--- config.mk ---
export PLATFORM = sky130hd
export DESIGN_NAME = crc8_frame_tx
export DESIGN_NICKNAME = d
export VERILOG_FILES = /design/src/rtl/crc8_frame_tx.sv
export SDC_FILE = /design/constraint.sdc
export NUM_CORES = 1
export LEC_CHECK = 0
export ABC_AREA = 1
export CAP_MARGIN = 20
export CORE_ASPECT_RATIO = 1.1
export CORE_MARGIN = 3
export CORE_UTILIZATION = 40
export CTS_CLUSTER_DIAMETER = 40
export DETAILED_ROUTE_END_ITERATION = 7
export SYNTH_ARGS = -nofsm -noshare
export SYNTH_HDL_FRONTEND = slang
export SYNTH_SLANG_ARGS = --single-unit
--- constraint.sdc ---
create_clock -name clk -period 4.54 [get_ports clk]
set_clock_uncertainty 0.1 [all_clocks]
set_input_delay 1.135 -clock clk [delete_from_list [all_inputs] [get_ports clk]]
set_output_delay 1.135 -clock clk [all_outputs]
set_load 0.01 [all_outputs]
--- src/rtl/crc8_frame_tx.sv ---
// Byte-stream framer: forwards data bytes and appends a CRC-8 (poly 0x07) byte
// after each frame, force-closing frames that reach MAX_LEN bytes.
module crc8_frame_tx #(
  parameter logic [7:0]  CRC_INIT = 8'h00,
  parameter int unsigned MAX_LEN  = 256
) (
  input  logic        clk,
  input  logic        rst,
  input  logic [7:0]  s_data,
  input  logic        s_valid,
  input  logic        s_last,
  output logic        s_ready,
  output logic [7:0]  m_data,
  output logic        m_valid,
  output logic        m_last,
  input  logic        m_ready,
  output logic        len_err,
  output logic [15:0] frame_cnt
);

  localparam int unsigned DW = 8;
  localparam int unsigned CW = 16;
  localparam logic [CW-1:0] LEN_LIMIT = CW'(MAX_LEN);

  typedef enum logic {
    ST_DATA,
    ST_CRC_PEND
  } state_t;

  state_t          state, state_d;
  logic [DW-1:0]   crc, crc_d;
  logic [CW-1:0]   byte_cnt, byte_cnt_d;
  logic [DW-1:0]   m_data_d;
  logic            m_valid_d, m_last_d, len_err_d;
  logic [CW-1:0]   frame_cnt_d;
  logic            slot_free, take_in, take_out;

  // One CRC-8 step over a whole byte, MSB first.
  function automatic logic [DW-1:0] crc8_next(input logic [DW-1:0] c, input logic [DW-1:0] d);
    logic [DW-1:0] r;
    r = c ^ d;
    for (int i = 0; i < 8; i++) begin
      r = r[7] ? ((r << 1) ^ 8'h07) : (r << 1);
    end
    return r;
  endfunction

  assign slot_free = !m_valid || m_ready;
  assign s_ready   = (state == ST_DATA) && slot_free && !rst;
  assign take_in   = s_valid && s_ready;
  assign take_out  = m_valid && m_ready;

  // Next-state and datapath decisions.
  always_comb begin
    state_d     = state;
    crc_d       = crc;
    byte_cnt_d  = byte_cnt;
    m_data_d    = m_data;
    m_valid_d   = m_valid;
    m_last_d    = m_last;
    len_err_d   = 1'b0;
    frame_cnt_d = frame_cnt;

    if (take_out && m_last) begin
      frame_cnt_d = frame_cnt + 16'd1;
    end

    case (state)
      ST_DATA: begin
        if (take_in) begin
          m_data_d   = s_data;
          m_valid_d  = 1'b1;
          m_last_d   = 1'b0;
          crc_d      = crc8_next(crc, s_data);
          byte_cnt_d = byte_cnt + 16'd1;
          if (s_last) begin
            state_d = ST_CRC_PEND;
          end else if (byte_cnt_d == LEN_LIMIT) begin
            state_d   = ST_CRC_PEND;
            len_err_d = 1'b1;
          end
        end else if (take_out) begin
          m_valid_d = 1'b0;
          m_last_d  = 1'b0;
        end
      end
      ST_CRC_PEND: begin
        // The previous byte may hand off in this same cycle; the CRC replaces it.
        if (slot_free) begin
          m_data_d   = crc;
          m_valid_d  = 1'b1;
          m_last_d   = 1'b1;
          crc_d      = CRC_INIT;
          byte_cnt_d = '0;
          state_d    = ST_DATA;
        end
      end
      default: state_d = ST_DATA;
    endcase
  end

  always_ff @(posedge clk) begin
    if (rst) begin
      state     <= ST_DATA;
      crc       <= CRC_INIT;
      byte_cnt  <= '0;
      m_data    <= '0;
      m_valid   <= 1'b0;
      m_last    <= 1'b0;
      len_err   <= 1'b0;
      frame_cnt <= '0;
    end else begin
      state     <= state_d;
      crc       <= crc_d;
      byte_cnt  <= byte_cnt_d;
      m_data    <= m_data_d;
      m_valid   <= m_valid_d;
      m_last    <= m_last_d;
      len_err   <= len_err_d;
      frame_cnt <= frame_cnt_d;
    end
  end

endmodule
; ---- After elaboration in Yosys (flattened, before gate mapping)
; Cells that the tools add are included.
[classes]
n_addsub = 2
mul = 0
div = 0
n_lt_le_gt_ge = 0
n_eq_ne = 4
shifts = 0
mux = 28
bitwise_logic = 11
reduce_logical = 11
[ops]
columns = operator, count
row1 = $add 16x1->16 const B, 2
row2 = $mux 16, 2
row3 = $mux 8, 4
row4 = $pmux 16 s2, 1
row5 = $pmux 8 s2, 2
row6 = $mux 3, 8
row7 = $not 3->3, 8
row8 = $eq 16x9->1 const B, 1
row9 = $mux 1, 8
row10 = $xor 8x8->8, 1
row11 = $pmux 1 s2, 3
row12 = $logic_and 1x1->1, 5
row13 = $reduce_and 2->1, 2
row14 = $reduce_or 4->1, 1
row15 = $ne 3x3->1 const B, 1
row16 = $logic_not 1->1, 2
row17 = $ne 2x1->1 const B, 1
row18 = $ne 2x2->1 const B, 1
row19 = $not 1->1, 2
row20 = $logic_or 1x1->1, 1
[totals]
reg_bits = 52
latchBits = 0
mem_bits_rw = 0
romBits = 0
inputBits = 13
output_inout_bits = 28
word_cells = 64
n_memories = 0

; ---- Logic depth before layout (Yosys ltp)
; Gate-level depths: netlist of the first run.
[depth]
word_depth = 19
depth_mapped = 11
mapped_depth_nobuf = 11

; ---- Least setup slack after synthesis of the first run
; Ideal clock, no wire load.
[synth_path]
path_kind = input port to output port
start = input rst
end = output s_ready
arrival_time_ps = 1623
required_time_ps = 3305
slack_ps = 1682
stages = 2
n_path_buf = 1
cell_sequence = clkbuf_1 -> nor3_1
[synth_between]
elab_chain_cells = 2
[synth_lines]
columns = item, line
row1 = from (decl), 8  ; input logic rst,
row2 = $logic_not 1->1, 49  ; assign s_ready = (state == ST_DATA) && slot_free && !rst;
row3 = $logic_and 1x1->1, 49
row4 = to (decl), 12  ; output logic s_ready,
; No other way between the ends.

; ---- Worst setup path in the final report of the first run
[layout_path]
start = input m_ready
end = output s_ready
[layout_between]
elab_chain_cells = 3
[layout_lines]
columns = item, line
row1 = from (decl), 16  ; input logic m_ready,
row2 = $logic_or 1x1->1, 48  ; assign slot_free = !m_valid || m_ready;
row3 = $logic_and 1x1->1 (2 in a row), 49
; No other way between the ends.

==> reports/qor.txt, run 1 <==
H-tree Lvls - 2
Final net count - 437
Worst relative slew slack - 61.1%
Sw power - 0.000333 W
Largest net degree at the start of global routing - 21
Initial DRC Count - 135
Antenna-violating nets left - 0
Buf/Inv on CP - 4
Reg power frac - 49.5%
Slowest stage delay, CP - 0.56 ns
Core Rows - 30
Combinational power share - 24.2%
DRT Wirelength - 5950 um
Crit path capture type - output pin
Fin crit period - 3.85 ns
Initial antenna violation count - 0
Synth area leaders - dfxtp_1 39%, nand2_1 16%, inv_1 5.0%
Final Total Pwr - 0.00107 W
Hold WC Path Type - flip-flop to flip-flop
Synth cell types - 31
Post-CTS Setup Bufs - 0
Worst Hold Depth - 2
Number of port buffers - 40
Register area share after synthesis - 39.2%
Hold Buf Count CTS - 0
Mapped Nets - 396
RSZ-0062 raised after global routing - no
Primary FF master, synth - dfxtp_1
Final worst path period share - 84.7%
Boundary Pins - 41
DP HPWL - 4360 um
DRC - 0
Worst-margin pin slew - 0.583 ns
Clk sinks - 52
Post-cts sizing count - 0
Cells after DPL - 494
CP arrival - 2.61 ns
VDD IR max - 0.000159 V
CP Launch Type - input port
Setup TNS - 0 ns
Worst path cell trace - clkdlybuf4s50_1 -> inv_1 -> nand2_1 -> inv_1 -> nor3_1 -> clkdlybuf4s50_1
Die X - 83.7 um
Slew Viols, Final - 0
Final setup violation count - 0
CP max FO - 4
Post-Syn Area per Cell - 6.98 um2
Commonest cells post-synth - 114 x nand2_1, 52 x dfxtp_1, 35 x inv_1
Core area - 6310 um2
Share of cells above drive strength 1 - 5.92%
Clock slew at reported path FFs - 0.10 ns
Clock power frac - 26.3%
Area delta synth->final - 22.0%
First-pass GRT wire length - 10500 um
Worst Path Required - 3.30 ns
Synth area leader - dfxtp_1
# diodes - 0
Max Root-Sink Buffers - 2
Yosys Warn Count - 0
Max stage delay cell, worst path - clkdlybuf4s50_1
Final worst slack - 0.693 ns
Gr usage total - 16.3%
Crit path depth - 6
EDFF count, synth - 0
Mapped Cells - 380
Pwr Density - 330 nW/um2
GR Overflow Total - 0
Mapped Area - 2650 um2
TritonCTS clock tree - built
Max-cap violations - 0
CTS buffer count - 5
Die footprint - 7650 um2
Int Pwr - 0.000735 W
Fillers - 674
Vias post-DR - 2440
Status - finished, final reports clean
Worst skew pair latency - 0.30 ns
Leak pwr - 1.27 nW
Worst slack, placed - 0.709 ns
Top-count cell post-synth - nand2_1
Flop and latch count out of synthesis - 52
Vias per inst - 4.86
Worst path top cell family by delay - buffers and inverters
Clk root buf - clkbuf_8
Synth async-reset ratio - 0%
Final hold vios - 0
Detailed Routing Iterations Pass 1 - 4
Max Freq - 0.260 GHz
Gpl congestion - 0.863
Net Sw Frac - 31.2%
Class of the most critical setup path - input port to output pin
Vias in the first global route - 2262
Starting Density - 42.1%
Drt wl/cell - 11.8 um
Die Height - 91.4 um
Area share of the largest cell type after synthesis - 39.2%
Final std cells w/o fill - 502
R2r worst-path depth - 7
## cell type report
type                    instances  area (um2)  area share [%]
repair buffers                 44         430            13.3
multi-input cells             280        1430            44.1
well taps                      80         100            3.09
clock inverters                 2        13.8           0.425
inverters                      38         143            4.41
flip-flops and latches         52        1040            32.2
clock buffers                   6        82.6            2.55
## worst min-delay path, stage by stage (launching register included)
cell and delay [ns]:
dfxtp_1 0.35, nand2_1 0.07, nand2_1 0.05
## stage by stage
step,instance area (um2),utilization [%],hold WS [ns]
after floorplan,2650,-,0.355
after global placement,3140,49.8,0.376
after detailed placement,3140,49.8,0.372
after CTS,3240,51.3,0.398
after global routing,3240,51.3,0.427
final,3240,51.3,0.402
## layer usage
| metal | global-route usage (%) | up-vias | share of wire [%] |
|---|---|---|---|
| met5 | 0 | - | 0 |
| met4 | 4.42 | 0 | 0.82 |
| met3 | 2.99 | 4 | 3.2 |
| met2 | 26.7 | 44 | 46 |
| met1 | 21.9 | 1083 | 50 |
| li1 | - | 1309 | - |
## logic make-up after synthesis
family / synth area share, %
xor gates and xnor gates: 7.92
buffers and inverters: 7.03
DFF: 39.2
adders and majority gates: 1.41
AOI/OAI and AO/OA: 12.7
and+or+nand+nor: 31.7
## worst paths after layout
path / slack [ns] / from / to
max: 0.69 / m_ready / s_ready
min: 0.40 / crc[2] / crc[2]
max reg2reg: 2.10 / state / byte_cnt[4]
min reg2reg: 0.40 / crc[2] / crc[2]
## state kept, by name, summed over array words and instances (netlist names)
register and flops:
byte_cnt 16, crc 8, frame_cnt 16, len_err 1, m_data 8, m_last 1
m_valid 1, state 1
## cell usage in the layout (no fill, tap or decap)
cell type        synthesis  final
nand3_1                 17     17
inv_1                   35     35
xor2_1                  15     15
clkdlybuf4s50_1          0     40
nor2_1                  33     33
nand2_1                114    114
o21ai_0                 24     24
a21oi_2                  1      1
o21a_1                   1      1
nor3_4                   1      1
nand4_1                 10     10
a22o_1                   2      2
xnor2_1                  9      9
buf_4                    0      4
dfxtp_1                 52     52
nand2_2                  1      1
nand3b_1                 2      2
a31oi_1                  8      8
a22oi_1                  1      1
inv_2                    2      2
clkinv_1                 1      1
or2_2                    1      1
nor2_4                   2      2
a211oi_1                 1      1
a21oi_1                 21     21
inv_6                    0      1
clkinv_2                 0      1
nor2_2                   3      3
nor3_1                   6      6
nand3_2                  1      1
clkbuf_8                 0      6
o22ai_1                  2      2
nand3_4                  1      1
ha_1                     3      3
## power groups by stage
stage | Sequential, W | Combinational (W) | Clock, W
finish | 0.000529 | 0.000259 | 0.000281
global route | 0.000535 | 0.000297 | 0.000309
CTS | 0.000529 | 0.000262 | 0.000297
detailed placement | 0.000538 | 0.000261 | 0
global placement | 0.000539 | 0.000255 | 0
floorplan | 0.000534 | 0.000196 | 0
No activity file was read; power rests on OpenSTA's default activity.
==> run 2, diff against run 1 <==
Clock period 4.54 ns to 3.6 ns, I/O delays scaled along.
==> reports/qor.txt, run 2 (synthesis results as in run 1) <==
Max Root-Sink Buffers - 2
Number of port buffers - 40
Worst Path Required - 2.60 ns
Initial antenna violation count - 0
Largest net degree at the start of global routing - 21
CP Launch Type - input port
Post-CTS Setup Bufs - 0
Max-cap violations - 0
CTS buffer count - 5
Most frequent cells in the layout - 114 x nand2_1, 52 x dfxtp_1, 40 x clkdlybuf4s50_1
Final std cells w/o fill - 503
Die X - 83.7 um
Max stage delay cell, worst path - clkdlybuf4s50_1
Vias per inst - 4.88
GR Overflow Total - 0
Final setup violation count - 0
Worst slack, placed - 0.229 ns
Hold Buf Count CTS - 0
Share of cells above drive strength 1 - 5.91%
Slew Viols, Final - 0
Clk root buf - clkbuf_8
CP max FO - 4
Gpl congestion - 0.879
Top Registers - byte_cnt (16), frame_cnt (16)
TritonCTS clock tree - built
Slowest stage delay, CP - 0.56 ns
Final net count - 438
Gr usage total - 16.3%
DP HPWL - 4510 um
Fin crit period - 3.38 ns
GR Util met2 - 27.3%
Core area - 6310 um2
Vias in the first global route - 2267
Met1 usage - 20.9%
Post-cts sizing count - 0
Clk sinks - 52
H-tree Lvls - 2
RSZ-0062 raised after global routing - no
Final worst path period share - 94.0%
Vias post-DR - 2457
Die footprint - 7650 um2
Worst-margin pin slew - 0.513 ns
Boundary Pins - 41
Die Height - 91.4 um
Worst path cell trace - clkdlybuf4s50_1 -> inv_1 -> nand2_1 -> inv_1 -> nor3_1 -> clkdlybuf4s50_1
Cells after DPL - 495
Worst relative slew slack - 65.8%
Final hold vios - 0
Post-layout util - 51.4%
Detailed Routing Iterations Pass 1 - 5
Initial DRC Count - 114
# diodes - 0
Class of the most critical setup path - input port to output pin
Pwr Density - 415 nW/um2
Setup TNS - 0 ns
Core Rows - 30
Leak pwr - 1.26 nW
Most Used Layer, Global Route - met2
Status - finished, final reports clean
First-pass GRT wire length - 10400 um
Crit path capture type - output pin
Hold WC Path Type - flip-flop to flip-flop
Area delta synth->final - 22.2%
CP arrival - 2.38 ns
Clock slew at reported path FFs - 0.09 ns
DRT Wirelength - 6110 um
VDD IR max - 0.000219 V
Worst skew pair latency - 0.30 ns
Starting Density - 42.1%
Antenna-violating nets left - 0
Met3 Track Usage GR - 2.99%
Most common cell after layout, fill and taps aside - nand2_1
Drt wl/cell - 12.1 um
Final worst slack - 0.217 ns
Max Freq - 0.296 GHz
DRC - 0
==> run 2: cell type report <==
type / instances / area [um2]
Inverter: 38 / 143
Timing Repair Buffer: 45 / 438
Clock inverter: 1 / 7.51
Clock buffer: 7 / 86.3
Sequential cell: 52 / 1040
Tap cell: 80 / 100
Fill cell: 628 / 3060
Multi-Input combinational cell: 280 / 1430
==> run 2: per-layer routing <==
layer	up-vias	wire length [um]
li1	1315	-
met2	45	2870
met3	8	305
met1	1089	2840
met4	0	84
met5	-	0
==> run 2: worst max-delay path: cells and delay by family <==
kind,cells,cell delay [ns]
AND/OR/NAND/NOR,2,0.22
buffers and inverters,4,1.27
==> run 2: where the power goes <==
| part | switching, W | internal [W] |
|---|---|---|
| registers | 0.0000445 | 0.000622 |
| clock network | 0.000192 | 0.000157 |
| logic | 0.000181 | 0.000149 |
==> run 2: metrics by stage <==
stage	hold WS [ns]	cell area [um2]	total power, W
6_report	0.388	3240	0.00134
3_5_place_dp	0.372	3150	0.00101
4_1_cts	0.387	3240	0.00137
5_1_grt	0.417	3240	0.00144
2_1_floorplan	0.355	2650	0.000921
3_3_place_gp	0.377	3150	0.00101
==> run 2: final timing paths <==
| check | startpoint | end | slack [ns] | cells past startpoint |
|---|---|---|---|---|
| hold reg to reg | crc[2] | crc[2] | 0.39 | 2 |
| setup reg to reg | state | state | 1.29 | 6 |
| setup / recovery | m_ready | s_ready | 0.22 | 6 |
| hold / removal | crc[2] | crc[2] | 0.39 | 2 |
==> run 3, diff against run 2 <==
Settings changed: CTS_CLUSTER_DIAMETER 40 to not set, GPL_TIMING_DRIVEN set to 0.
==> reports/qor.txt, run 3 (synthesis results as in run 1) <==
Gr usage total - 16.8%
CP max FO - 10
Max-cap violations - 0
Number of port buffers - 40
Max Freq - 0.286 GHz
VDD IR max - 0.000208 V
Int Pwr - 0.000927 W
Hold WC Path Type - flip-flop to flip-flop
# diodes - 0
Hold Buf Count CTS - 0
Die Height - 91.4 um
TritonCTS clock tree - built
Pwr Density - 417 nW/um2
H-tree Lvls - 2
DRT Wirelength - 6180 um
Final net count - 443
Slew Viols, Final - 0
DP HPWL - 4720 um
R2r worst-path depth - 11
Core Rows - 30
Status - finished, final reports clean
Core area - 6310 um2
Gpl congestion - 0.860
Initial DRC Count - 93
Initial antenna violation count - 0
Crit path capture type - output pin
RSZ-0062 raised after global routing - no
Leak pwr - 1.27 nW
Die X - 83.7 um
Clk root buf - clkbuf_8
Vias per inst - 4.91
Class of the most critical setup path - input port to output pin
Fin crit period - 3.50 ns
CP Launch Type - input port
Antenna-violating nets left - 0
Largest net degree at the start of global routing - 17
First-pass GRT wire length - 10700 um
CP arrival - 2.50 ns
Setup TNS - 0 ns
Area delta synth->final - 22.5%
Most common cell after layout, fill and taps aside - nand2_1
Vias in the first global route - 2271
Reg power frac - 49.2%
Worst relative slew slack - 61.0%
Clock slew at reported path FFs - 0.10 ns
Net Sw Frac - 31.6%
Post-cts sizing count - 0
Max Root-Sink Buffers - 2
Worst skew pair latency - 0.31 ns
Clock power frac - 26.5%
Worst Path Required - 2.60 ns
Worst slack, placed - 0.0996 ns
Post-CTS Setup Bufs - 0
CTS buffer count - 5
Detailed Routing Iterations Pass 1 - 4
Worst Hold Depth - 2
Final setup violation count - 0
Final hold vios - 0
Final worst path period share - 97.3%
Sw power - 0.000429 W
Combinational power share - 24.4%
DRC - 0
GR Overflow Total - 0
Fillers - 655
Top Registers - byte_cnt (16), frame_cnt (16)
Clk sinks - 52
Most frequent cells in the layout - 114 x nand2_1, 52 x dfxtp_1, 40 x clkdlybuf4s50_1
Final worst slack - 0.0981 ns
Vias post-DR - 2494
Boundary Pins - 41
Share of cells above drive strength 1 - 6.07%
Drt wl/cell - 12.2 um
Starting Density - 42.1%
Die footprint - 7650 um2
Worst-margin pin slew - 0.585 ns
-- run 3: cell count changes in the layout (fill, tap and decap cells not counted), sizes merged --
cell	previous run	this run
clkbuf	7	11
clkinv	1	2
clkinvlp	1	0
inv	37	38
-- run 3: power by group through the flow --
stage	sequential (W)	clock, W	combinational (W)
2_1_floorplan	0.000674	0	0.000247
3_3_place_gp	0.000680	0	0.000328
3_5_place_dp	0.000678	0	0.000335
4_1_cts	0.000667	0.000376	0.000335
5_1_grt	0.000674	0.000393	0.000386
6_report	0.000667	0.000359	0.000330
-- run 3: layout make-up --
class | count | area (um2) | share of cell area (%)
multi-input combinational | 280 | 1430 | 43.9
sequential | 52 | 1040 | 32.0
timing repair buffer | 40 | 400 | 12.3
inverter | 38 | 143 | 4.39
tap | 80 | 100 | 3.08
clock buffer | 6 | 82.6 | 2.54
buffer | 10 | 43.8 | 1.35
clock inverter | 2 | 13.8 | 0.423
-- run 3: layer usage --
layer | up-vias | track usage [%] | part of all wire [%]
met3 | 6 | 3.18 | 3.5
met2 | 50 | 27.5 | 46
met5 | - | 0 | 0
met4 | 0 | 4.56 | 1.1
li1 | 1328 | - | -
met1 | 1110 | 22.5 | 49
-- run 3: critical path: stages --
cell	delay, ns
clkdlybuf4s50_1	0.45
clkbuf_1	0.28
nor3_1	0.28
clkdlybuf4s50_1	0.58
-- run 3: path summary, 6_finish.rpt --
| kind | startpoint | end | slack [ns] |
|---|---|---|---|
| hold reg to reg | crc[2] | crc[2] | 0.39 |
| setup reg to reg | byte_cnt[0] | len_err | 1.60 |
| hold / removal | crc[2] | crc[2] | 0.39 |
| setup / recovery | rst | s_ready | 0.1 |
-- run 3: stage by stage --
stage               instance area, um2  hold slack [ns]  instances  total power, W  utilization, %
global placement                  3150            0.379        500         0.00101            50.0
detailed placement                3150            0.375        500         0.00101            50.0
finish                            3250            0.392        508         0.00136            51.5
global route                      3250            0.433        508         0.00145            51.5
CTS                               3250            0.392        508         0.00138            51.5
floorplan                         2650            0.355        380        0.000921               -
